===== config.mk =====
export PLATFORM = sky130hd
export DESIGN_NAME = fluid_mix_seq
export DESIGN_NICKNAME = d
export VERILOG_FILES = /design/src/rtl/fluid_mix_seq.sv
export SDC_FILE = /design/constraint.sdc
export NUM_CORES = 1
export LEC_CHECK = 0
export CORE_MARGIN = 2
export CORE_UTILIZATION = 38
export DETAILED_ROUTE_END_ITERATION = 8
export GPL_TIMING_DRIVEN = 0
export RECOVER_POWER = 100
export SLEW_MARGIN = 15
export SYNTH_ARGS = -nofsm -noshare
export SYNTH_HDL_FRONTEND = slang
export SYNTH_SLANG_ARGS = --single-unit

===== constraint.sdc =====
create_clock -name clk -period 4.2 [get_ports clk]
set_input_delay 0.84 -clock clk [delete_from_list [all_inputs] [get_ports clk]]
set_output_delay 0.84 -clock clk [all_outputs]
set_load 0.03 [all_outputs]

===== src/rtl/fluid_mix_seq.sv =====
// fluid_mix_seq -- fill / mix / flush valve sequencer for a microfluidic line.
//
// One run, started from IDLE, goes through three phases:
//   FILL   opens inlet i alone for dwell[i] cycles, channels taken in order 0..N_CH-1
//          (a channel whose dwell is 0 is skipped and takes no time)
//   MIX    keeps every valve closed for mix_cyc cycles (skipped when 0)
//   FLUSH  opens the outlet for flush_cyc cycles (skipped when 0)
// A one-cycle DONE follows, and the FSM then returns to IDLE.
// An abort during FILL, SETTLE or MIX closes the inlets, raises the sticky
// aborted flag and drains through FLUSH straight back to IDLE, without DONE.
//
// Optional feature: define FLUID_MIX_SEQ_SETTLE_EN to insert SETTLE_CYC
// all-closed cycles after every non-skipped FILL. When the macro is not
// defined, consecutive inlets switch in adjacent cycles.
//
// Ports
//   clk        single clock, rising edge
//   rst_n      asynchronous active-low reset
//   start      request a run (accepted in IDLE only)
//   abort      terminate the run and drain the line
//   dwell      fill cycles per channel, channel i at [i*CNT_W +: CNT_W]
//   mix_cyc    mix hold cycles
//   flush_cyc  outlet-open cycles
//   inlet_en   inlet valve drive, one-hot or zero
//   outlet_en  outlet valve drive
//   cur_ch     channel being filled, 0 outside FILL
//   busy       high in every state except IDLE
//   done       one-cycle pulse on normal completion
//   aborted    sticky, set by abort, cleared by the next accepted start
module fluid_mix_seq #(
    parameter int N_CH       = 3,
    parameter int CNT_W      = 16,
    parameter int SETTLE_CYC = 4,
    localparam int CH_W      = (N_CH > 1) ? $clog2(N_CH) : 1
) (
    input  logic                    clk,
    input  logic                    rst_n,
    input  logic                    start,
    input  logic                    abort,
    input  logic [N_CH*CNT_W-1:0]   dwell,
    input  logic [CNT_W-1:0]        mix_cyc,
    input  logic [CNT_W-1:0]        flush_cyc,
    output logic [N_CH-1:0]         inlet_en,
    output logic                    outlet_en,
    output logic [CH_W-1:0]         cur_ch,
    output logic                    busy,
    output logic                    done,
    output logic                    aborted
);

    localparam logic [2:0] IDLE   = 3'd0;
    localparam logic [2:0] FILL   = 3'd1;
    localparam logic [2:0] SETTLE = 3'd2;
    localparam logic [2:0] MIX    = 3'd3;
    localparam logic [2:0] FLUSH  = 3'd4;
    localparam logic [2:0] DONE   = 3'd5;

`ifdef FLUID_MIX_SEQ_SETTLE_EN
    localparam bit SETTLE_EN = 1'b1;
`else
    localparam bit SETTLE_EN = 1'b0;
`endif

    localparam logic [CNT_W-1:0] ONE       = CNT_W'(1);
    localparam logic [CNT_W-1:0] SETTLE_LD = CNT_W'(SETTLE_CYC - 1);

    logic [2:0]             state_q;
    logic [CNT_W-1:0]       cnt_q;
    logic [CH_W-1:0]        ch_q;
    logic [N_CH*CNT_W-1:0]  dwell_q;
    logic [CNT_W-1:0]       mix_q;
    logic [CNT_W-1:0]       flush_q;

    // In IDLE the run parameters come straight from the inputs so that the
    // first active state is already correct in the cycle after start.
    logic [N_CH*CNT_W-1:0]  dw_src;
    logic [CNT_W-1:0]       mix_src;
    logic [CNT_W-1:0]       flush_src;
    logic [CH_W:0]          from_ch;

    assign dw_src    = (state_q == IDLE) ? dwell     : dwell_q;
    assign mix_src   = (state_q == IDLE) ? mix_cyc   : mix_q;
    assign flush_src = (state_q == IDLE) ? flush_cyc : flush_q;
    assign from_ch   = (state_q == IDLE) ? '0 : ({1'b0, ch_q} + (CH_W+1)'(1));

    // Where the sequence goes after finishing everything before from_ch:
    // the next channel with non-zero dwell, else MIX, else FLUSH, else DONE.
    // Zero-length phases are resolved here so they consume no cycles.
    logic [2:0]        adv_state;
    logic [CH_W-1:0]   adv_ch;
    logic [CNT_W-1:0]  adv_cnt;
    logic              found;

    always_comb begin
        adv_state = DONE;
        adv_ch    = '0;
        adv_cnt   = '0;
        found     = 1'b0;
        for (int i = 0; i < N_CH; i++) begin
            if (!found && ((CH_W+1)'(i) >= from_ch) &&
                (dw_src[i*CNT_W +: CNT_W] != '0)) begin
                found     = 1'b1;
                adv_state = FILL;
                adv_ch    = CH_W'(i);
                adv_cnt   = dw_src[i*CNT_W +: CNT_W] - ONE;
            end
        end
        if (!found) begin
            if (mix_src != '0) begin
                adv_state = MIX;
                adv_cnt   = mix_src - ONE;
            end else if (flush_src != '0) begin
                adv_state = FLUSH;
                adv_cnt   = flush_src - ONE;
            end
        end
    end

    logic [2:0]        nxt_state;
    logic [CNT_W-1:0]  nxt_cnt;
    logic [CH_W-1:0]   nxt_ch;
    logic              set_ab;
    logic              clr_ab;

    // Counter holds count-1 on entry; a state is left in the cycle it reads 0.
    always_comb begin
        nxt_state = state_q;
        nxt_cnt   = cnt_q;
        nxt_ch    = ch_q;
        set_ab    = 1'b0;
        clr_ab    = 1'b0;
        case (state_q)
            IDLE: begin
                if (start) begin
                    clr_ab    = 1'b1;
                    nxt_state = adv_state;
                    nxt_ch    = adv_ch;
                    nxt_cnt   = adv_cnt;
                end
            end
            FILL, SETTLE, MIX: begin
                if (abort) begin
                    set_ab = 1'b1;
                    if (flush_q != '0) begin
                        nxt_state = FLUSH;
                        nxt_cnt   = flush_q - ONE;
                    end else begin
                        nxt_state = IDLE;
                        nxt_cnt   = '0;
                    end
                end else if (cnt_q != '0) begin
                    nxt_cnt = cnt_q - ONE;
                end else if (state_q == FILL && SETTLE_EN) begin
                    nxt_state = SETTLE;
                    nxt_cnt   = SETTLE_LD;
                end else if (state_q == MIX) begin
                    nxt_state = (flush_q != '0) ? FLUSH : DONE;
                    nxt_cnt   = flush_q - ONE;
                end else begin
                    nxt_state = adv_state;
                    nxt_ch    = adv_ch;
                    nxt_cnt   = adv_cnt;
                end
            end
            FLUSH: begin
                if (cnt_q != '0) begin
                    nxt_cnt = cnt_q - ONE;
                end else begin
                    // An aborted run drains silently back to IDLE.
                    nxt_state = aborted ? IDLE : DONE;
                end
            end
            DONE: begin
                nxt_state = IDLE;
            end
            default: begin
                nxt_state = IDLE;
                nxt_cnt   = '0;
            end
        endcase
    end

    // Outputs are registered from the next-state decode so they line up with
    // the state they describe.
    logic [N_CH-1:0] inl_nxt;

    always_comb begin
        inl_nxt = '0;
        for (int i = 0; i < N_CH; i++) begin
            inl_nxt[i] = (nxt_state == FILL) && (nxt_ch == CH_W'(i));
        end
    end

    always_ff @(posedge clk or negedge rst_n) begin
        if (!rst_n) begin
            state_q   <= IDLE;
            cnt_q     <= '0;
            ch_q      <= '0;
            inlet_en  <= '0;
            outlet_en <= 1'b0;
            cur_ch    <= '0;
            busy      <= 1'b0;
            done      <= 1'b0;
            aborted   <= 1'b0;
        end else begin
            state_q   <= nxt_state;
            cnt_q     <= nxt_cnt;
            ch_q      <= nxt_ch;
            inlet_en  <= inl_nxt;
            outlet_en <= (nxt_state == FLUSH);
            cur_ch    <= (nxt_state == FILL) ? nxt_ch : '0;
            busy      <= (nxt_state != IDLE);
            done      <= (nxt_state == DONE);
            if (clr_ab) begin
                aborted <= 1'b0;
            end else if (set_ab) begin
                aborted <= 1'b1;
            end
        end
    end

    // Run parameters are data: captured on an accepted start, never reset.
    always_ff @(posedge clk) begin
        if (state_q == IDLE && start) begin
            dwell_q <= dwell;
            mix_q   <= mix_cyc;
            flush_q <= flush_cyc;
        end
    end

endmodule


* Word-level counts from Yosys, hierarchy flattened *
Index checks and enable logic that the tools add are counted.

word-level totals
  bits in registers = 110
  input port bits = 84
  output and inout port bits = 9
  logic and storage cells = 109

operators by class
  add/subtract/negate cells = 8
  order comparisons = 3
  equality and inequality tests = 12
  muxes and demuxes = 49
  bitwise logic cells = 1
  reductions and logical operators = 24

operator list
  operator                                             number
  two-way mux 16 bit                                   14
  nonzero test 16 bit                                  7
  subtractor 16 x 1 -> 16 bit, second input constant   7
  one-hot mux 16 bit (4 select lines)                  1
  two-way mux 48 bit                                   1
  two-way mux 3 bit                                    14
  equality test 3 bit, second input constant           4
  two-way mux 2 bit                                    6
  two-way mux 1 bit                                    11
  logical AND 1 bit                                    9
  one-hot mux 3 bit (3 select lines)                   1
  equality test 3 x 1 -> 1 bit, second input constant  2
  equality test 3 x 2 -> 1 bit, second input constant  2
  >= comparator 1 x 3 -> 1 bit, first input constant   2
  != test 2 bit, second input constant                 2
  one-hot mux 2 bit (2 select lines)                   1
  adder 2 x 1 -> 3 bit, second input constant          1
  >= comparator 2 x 3 -> 1 bit, first input constant   1
  logical NOT 3 bit                                    1
  AND reduction 3 bit                                  1
  nonzero test 3 bit                                   1
  OR reduction 3 bit                                   1
  equality test 2 x 1 -> 1 bit, second input constant  1
  equality test 2 bit, second input constant           1
  other kinds (4)                                      5

* Depth between registers and ports, before layout *
  word-level depth = 22
  mapped depth = 20

* Worst setup path after synthesis *
OpenSTA, ideal clock, no wires.

  path type = reg2reg
  from = register state_q[1]
  to = register busy
  library setup time = 0.131 ns
  data arrival time = 4.478 ns
  data required time = 4.069 ns
  path slack = -0.409 ns
  stages on the path, launching flop included = 18
  path buffers = 7
  path through = dfrtp_1 -> buf_6 -> nor3_4 -> buf_6 -> buf_2 -> buf_2 -> buf_2 -> buf_1 -> buf_2 -> mux2i_1 -> ha_1 -> or4b_4 -> and4b_1 -> o21ai_2 -> a211oi_2 -> nor4b_2 -> o22ai_2 -> or3_1

on the way
  cells in the longest elaborated chain, start to end = 21

RTL lines
  what                                                                 RTL line  source
  from (decl)                                                          67        logic [2:0] state_q;
  from (signal assigned)                                               206       state_q <= nxt_state;
  logical NOT 3 bit                                                    n/a
  two-way mux 3 bit or two-way mux 48 bit (tied branches)              84, 81
  >= comparator 1 x 3 -> 1 bit or nonzero test 16 bit (tied branches)  100, 101
  logical AND 1 bit                                                    100       if (!found && ((CH_W+1)'(i) >= from_ch) &&
  two-way mux 1 bit                                                    100
  logical NOT 1 bit                                                    100
  logical AND 1 bit (2 in a row)                                       100
  two-way mux 1 bit                                                    100
  [5 not listed]                                                       n/a
  two-way mux 3 bit                                                    109       if (mix_src != '0) begin
  two-way mux 3 bit                                                    108       if (!found) begin
  two-way mux 3 bit                                                    156       end else if (state_q == MIX) begin
  two-way mux 3 bit                                                    151       end else if (cnt_q != '0) begin
  two-way mux 3 bit                                                    142       if (abort) begin
  one-hot mux 3 bit (3 select lines) *                                 132       case (state_q)
  named net nxt_state[0]                                               119       logic [2:0] nxt_state;
  nonzero test 3 bit *                                                 212       busy <= (nxt_state != IDLE);
  to (signal assigned)                                                 212
  to (decl)                                                            46        output logic busy,

The timed path passes the listed nets; every way through them passes the cells marked *.
A chain may end at the register's enable or synchronous reset.

* Final worst setup path *
  from = register state_q[1]
  to = register cnt_q[10]

on the way
  cells in the longest elaborated chain, start to end = 20

RTL lines
  what                                                                                  RTL line  source
  parallel branches: the longest is 20 deep, another holds subtractor 16 x 1 -> 16 bit  n/a
  to (signal assigned)                                                                  207       cnt_q <= nxt_cnt;
  to (decl)                                                                             68        logic [CNT_W-1:0] cnt_q;

Parallel ways; which one is timed is not known. The select of a mux whose other input is x is not followed.

==> flow_summary.yaml <==
synth:
  synth_cells: 1015
  synth_edf_count: 80
  async_reset_ff_frac: 0.273
  yosysSeqAreaShare: 0.340
  avgSynthCellArea_um2: 9.12
  syn_area_um2: 9260
  yosys_warnings: 0
  synth.most_common_cell: "nor2_1"
  synthTopCellsByCount: "97 x nor2_1, 80 x edfxtp_1, 78 x nand2_1"
  ys_ff_latch: 110
  yosysTopAreaCellShare: 0.259
  ys_top_cells_by_area: "edfxtp_1 26%, dfrtp_1 8.1%, mux2i_1 5.9%, xor2_1 5.9%, xnor2_1 4.4%"
  synth_nets: 1108
  synth_top_flop_cell: "edfxtp_1"
  yosysTopAreaCell: "edfxtp_1"
  ys_types: 95
outcome:
  violations: "capacitance limit, slew limit"
  status: "complete, but fails checks"
timing:
  hold_viol: 0
  fmax_mhz: 242
  clock_skew_ns: 0.00898
  finalSetupViolCount: 0
  maxSlewViolCount: 31
  worst_pin_slew_ns: 1.80
  post-route-min-period_ns: 4.12
  slew_headroom: -0.202
  finalSetupTns_ns: 0
  finalCritPeriodShare: 0.982
  rsz0062_at_grt: "false"
  worst_slack_ns: 0.0753
finish:
  fin_nets: 1226
  syn_to_final_growth_pct: 21.1
  regArea_um2: 3150
  layout-drive-gt1-share: 0.123
  fillers: 2418
  multi_input_area_um2: 5810
  num_antenna_cells: 0
worst_setup_path:
  worstRegToRegCells: 16
  cp_slowest_stage_delay_ns: 0.48
  path_class: "reg -> reg"
  cp_common_cell: "buf_12"
  startpoint_type: "register"
  path_cells: "buf_6, nor3_4, buf_6, buf_12, buf_12, buf_12, mux2i_1, ha_1, or4b_4, and4b_2, o21ai_4, or2_4, a211oi_1, nor3_1, o31ai_1, nand2b_1"
  r2r_slack_ns: 0.08
  end_kind: "register"
  crit_arrival_ns: 4.38
  cp_slowest_cell: "or4b_4"
  worstPathRequired_ns: 4.45
  reg2reg_to: "cnt_q[10]"
  r2r-start: "state_q[1]"
  path_max_fanout: 11
min_path:
  hp-start: "cnt_q[8]"
  whs_path_depth: 2
  min_path_type: "reg -> reg"
  holdPathEnd: "cnt_q[8]"
placement:
  dp_hpwl_um: 25300
  gp_congestion: 1.03
  place_ws_ns: -1.74
  io_buffers: 92
grt:
  grt_pass1_vias: 8588
  grt_use_total: 0.262
  grt_pass1_wl_um: 51600
  grt_max_degree: 60
  antenna_found_initial: 0
  grt_overflow: 0
pwr:
  p_switching_mw: 3.68
  switching_share: 0.501
  p_comb_frac: 0.631
  clkPwrFrac: 0.121
  seq_power_share: 0.248
  powerDensity_nw_per_um2: 654
  peakVddDrop_mv: 0.346
  p_leak_nw: 3.92
  internal-power_mw: 3.66
floorplan:
  die_area_um2: 25600
  start_util: 0.384
  num_rows: 57
  die_w_um: 160
  io_pins: 93
  fp.dieH_um: 160
  core_area_um2: 24100
cts:
  cts_buffers: 9
  clkLatencyLatePin_ns: 0.37
  clkSinkCount: 110
  postCtsHoldBufs: 0
  clockBufferDepth: 2
  clkSlewWorstSetupHoldPaths_ns: 0.08
  root_buffer: "clkbuf_16"
  cts-htree-levels: 3
  cts_tree: "done"
routing:
  drt_iter0_markers: 902
  wire_per_inst_um: 22.8
  dr.pass1.iters: 5
  antenna_left: 0
  drc_errors: 0
  wl_um: 33400
  vias_per_cell: 6.16
  vias: 9011
job:
  drv_cap: 1
## worst max-delay path by stage
stage | endpoint | slack [ns] | from | cells past startpoint
global placement | cnt_q[14] | -1.73 | state_q[1] | 20
floorplan | busy | 0.006 | state_q[1] | 17
finish | cnt_q[10] | 0.08 | state_q[1] | 16
global route | busy | 0.007 | state_q[1] | 15
CTS | cnt_q[3] | 0.0004 | state_q[1] | 17
detailed placement | cnt_q[14] | -1.74 | state_q[1] | 20
## stage by stage
step / instances / hold WS [ns] / area [um^2] / total power [mW] / util
after floorplan: 1015 / 0.490 / 9290 / 4.61 / -
after global placement: 1431 / 0.519 / 10600 / 6.12 / 0.440
after detailed placement: 1432 / 0.524 / 10600 / 6.12 / 0.441
after CTS: 1464 / 0.543 / 11200 / 7.23 / 0.465
after global routing: 1462 / 0.584 / 11200 / 7.68 / 0.465
final: 1462 / 0.546 / 11200 / 7.33 / 0.465
## state kept, by name, indices dropped and copies added (netlist names)
name and cells:
flush_q 16, dwell_q 48, aborted 1, cur_ch 2, busy 1, mix_q 16
inlet_en 3, done 1, ch_q 2, state_q 3, outlet_en 1, cnt_q 16
## per-layer routing
metal | wire, um | GRT usage | vias up
met2 | 14600 | 0.401 | 452
met5 | 0 | 0 | -
met1 | 14600 | 0.371 | 4370
li1 | - | - | 4114
met4 | 1220 | 0.0979 | 0
met3 | 2990 | 0.0470 | 75
## repair_timing
item,in CTS,in global routing
endpoints found under the setup margin,29,25
setup buffers,21,1
pin swaps,8,3
gates resized for setup,37,11
## critical path: cells and delay by family, from the launching register on
kind / cells / cell delay, ns
adder cells (fa/ha/maj): 1 / 0.21
buffers and inverters: 5 / 0.76
AO/OA/AOI/OAI: 3 / 0.77
AND/OR/NAND/NOR: 6 / 1.71
multiplexers: 1 / 0.18
flip-flops: 1 / 0.38
## cell families after synthesis
kind of cell / after synthesis / share of synthesized area
buffers and inverters: 66 / 0.0457
and+or+nand+nor: 413 / 0.246
muxes: 58 / 0.0631
adders and majority gates: 9 / 0.0122
AOI/OAI and AO/OA: 250 / 0.190
DFF: 110 / 0.340
xor gates and xnor gates: 109 / 0.103
## cell usage in the layout, fill, tap and decap left out, drive strengths merged, types with 19 or more instances in the layout
cell type and n:
o21ai 59, mux2i 55, dfrtp 30, nand3 26, edfxtp 80, buf 45, nor2 98, a211oi 19
a21oi 56, xnor2 47, or3 22, nor4 36, nor3 68, dlygate4sd3 91, clkbuf 37, nand2 78
xor2 62
## power groups by stage
stage | Combinational (mW) | Clock (mW) | Sequential [mW]
2_1_floorplan | 2.80 | 0 | 1.81
3_3_place_gp | 4.28 | 0 | 1.84
3_5_place_dp | 4.30 | 0 | 1.82
4_1_cts | 4.52 | 0.906 | 1.80
5_1_grt | 4.88 | 0.944 | 1.86
6_report | 4.63 | 0.889 | 1.82
## area by class of cell
class	count	share of cell area
multi-input combinational	839	0.518
sequential	110	0.281
timing repair buffer	115	0.0983
tap	324	0.0362
buffer	44	0.0356
clock buffer	14	0.0246
inverter	14	0.00480
clock inverter	2	0.00123
No activity file was read; power rests on OpenSTA's default activity.
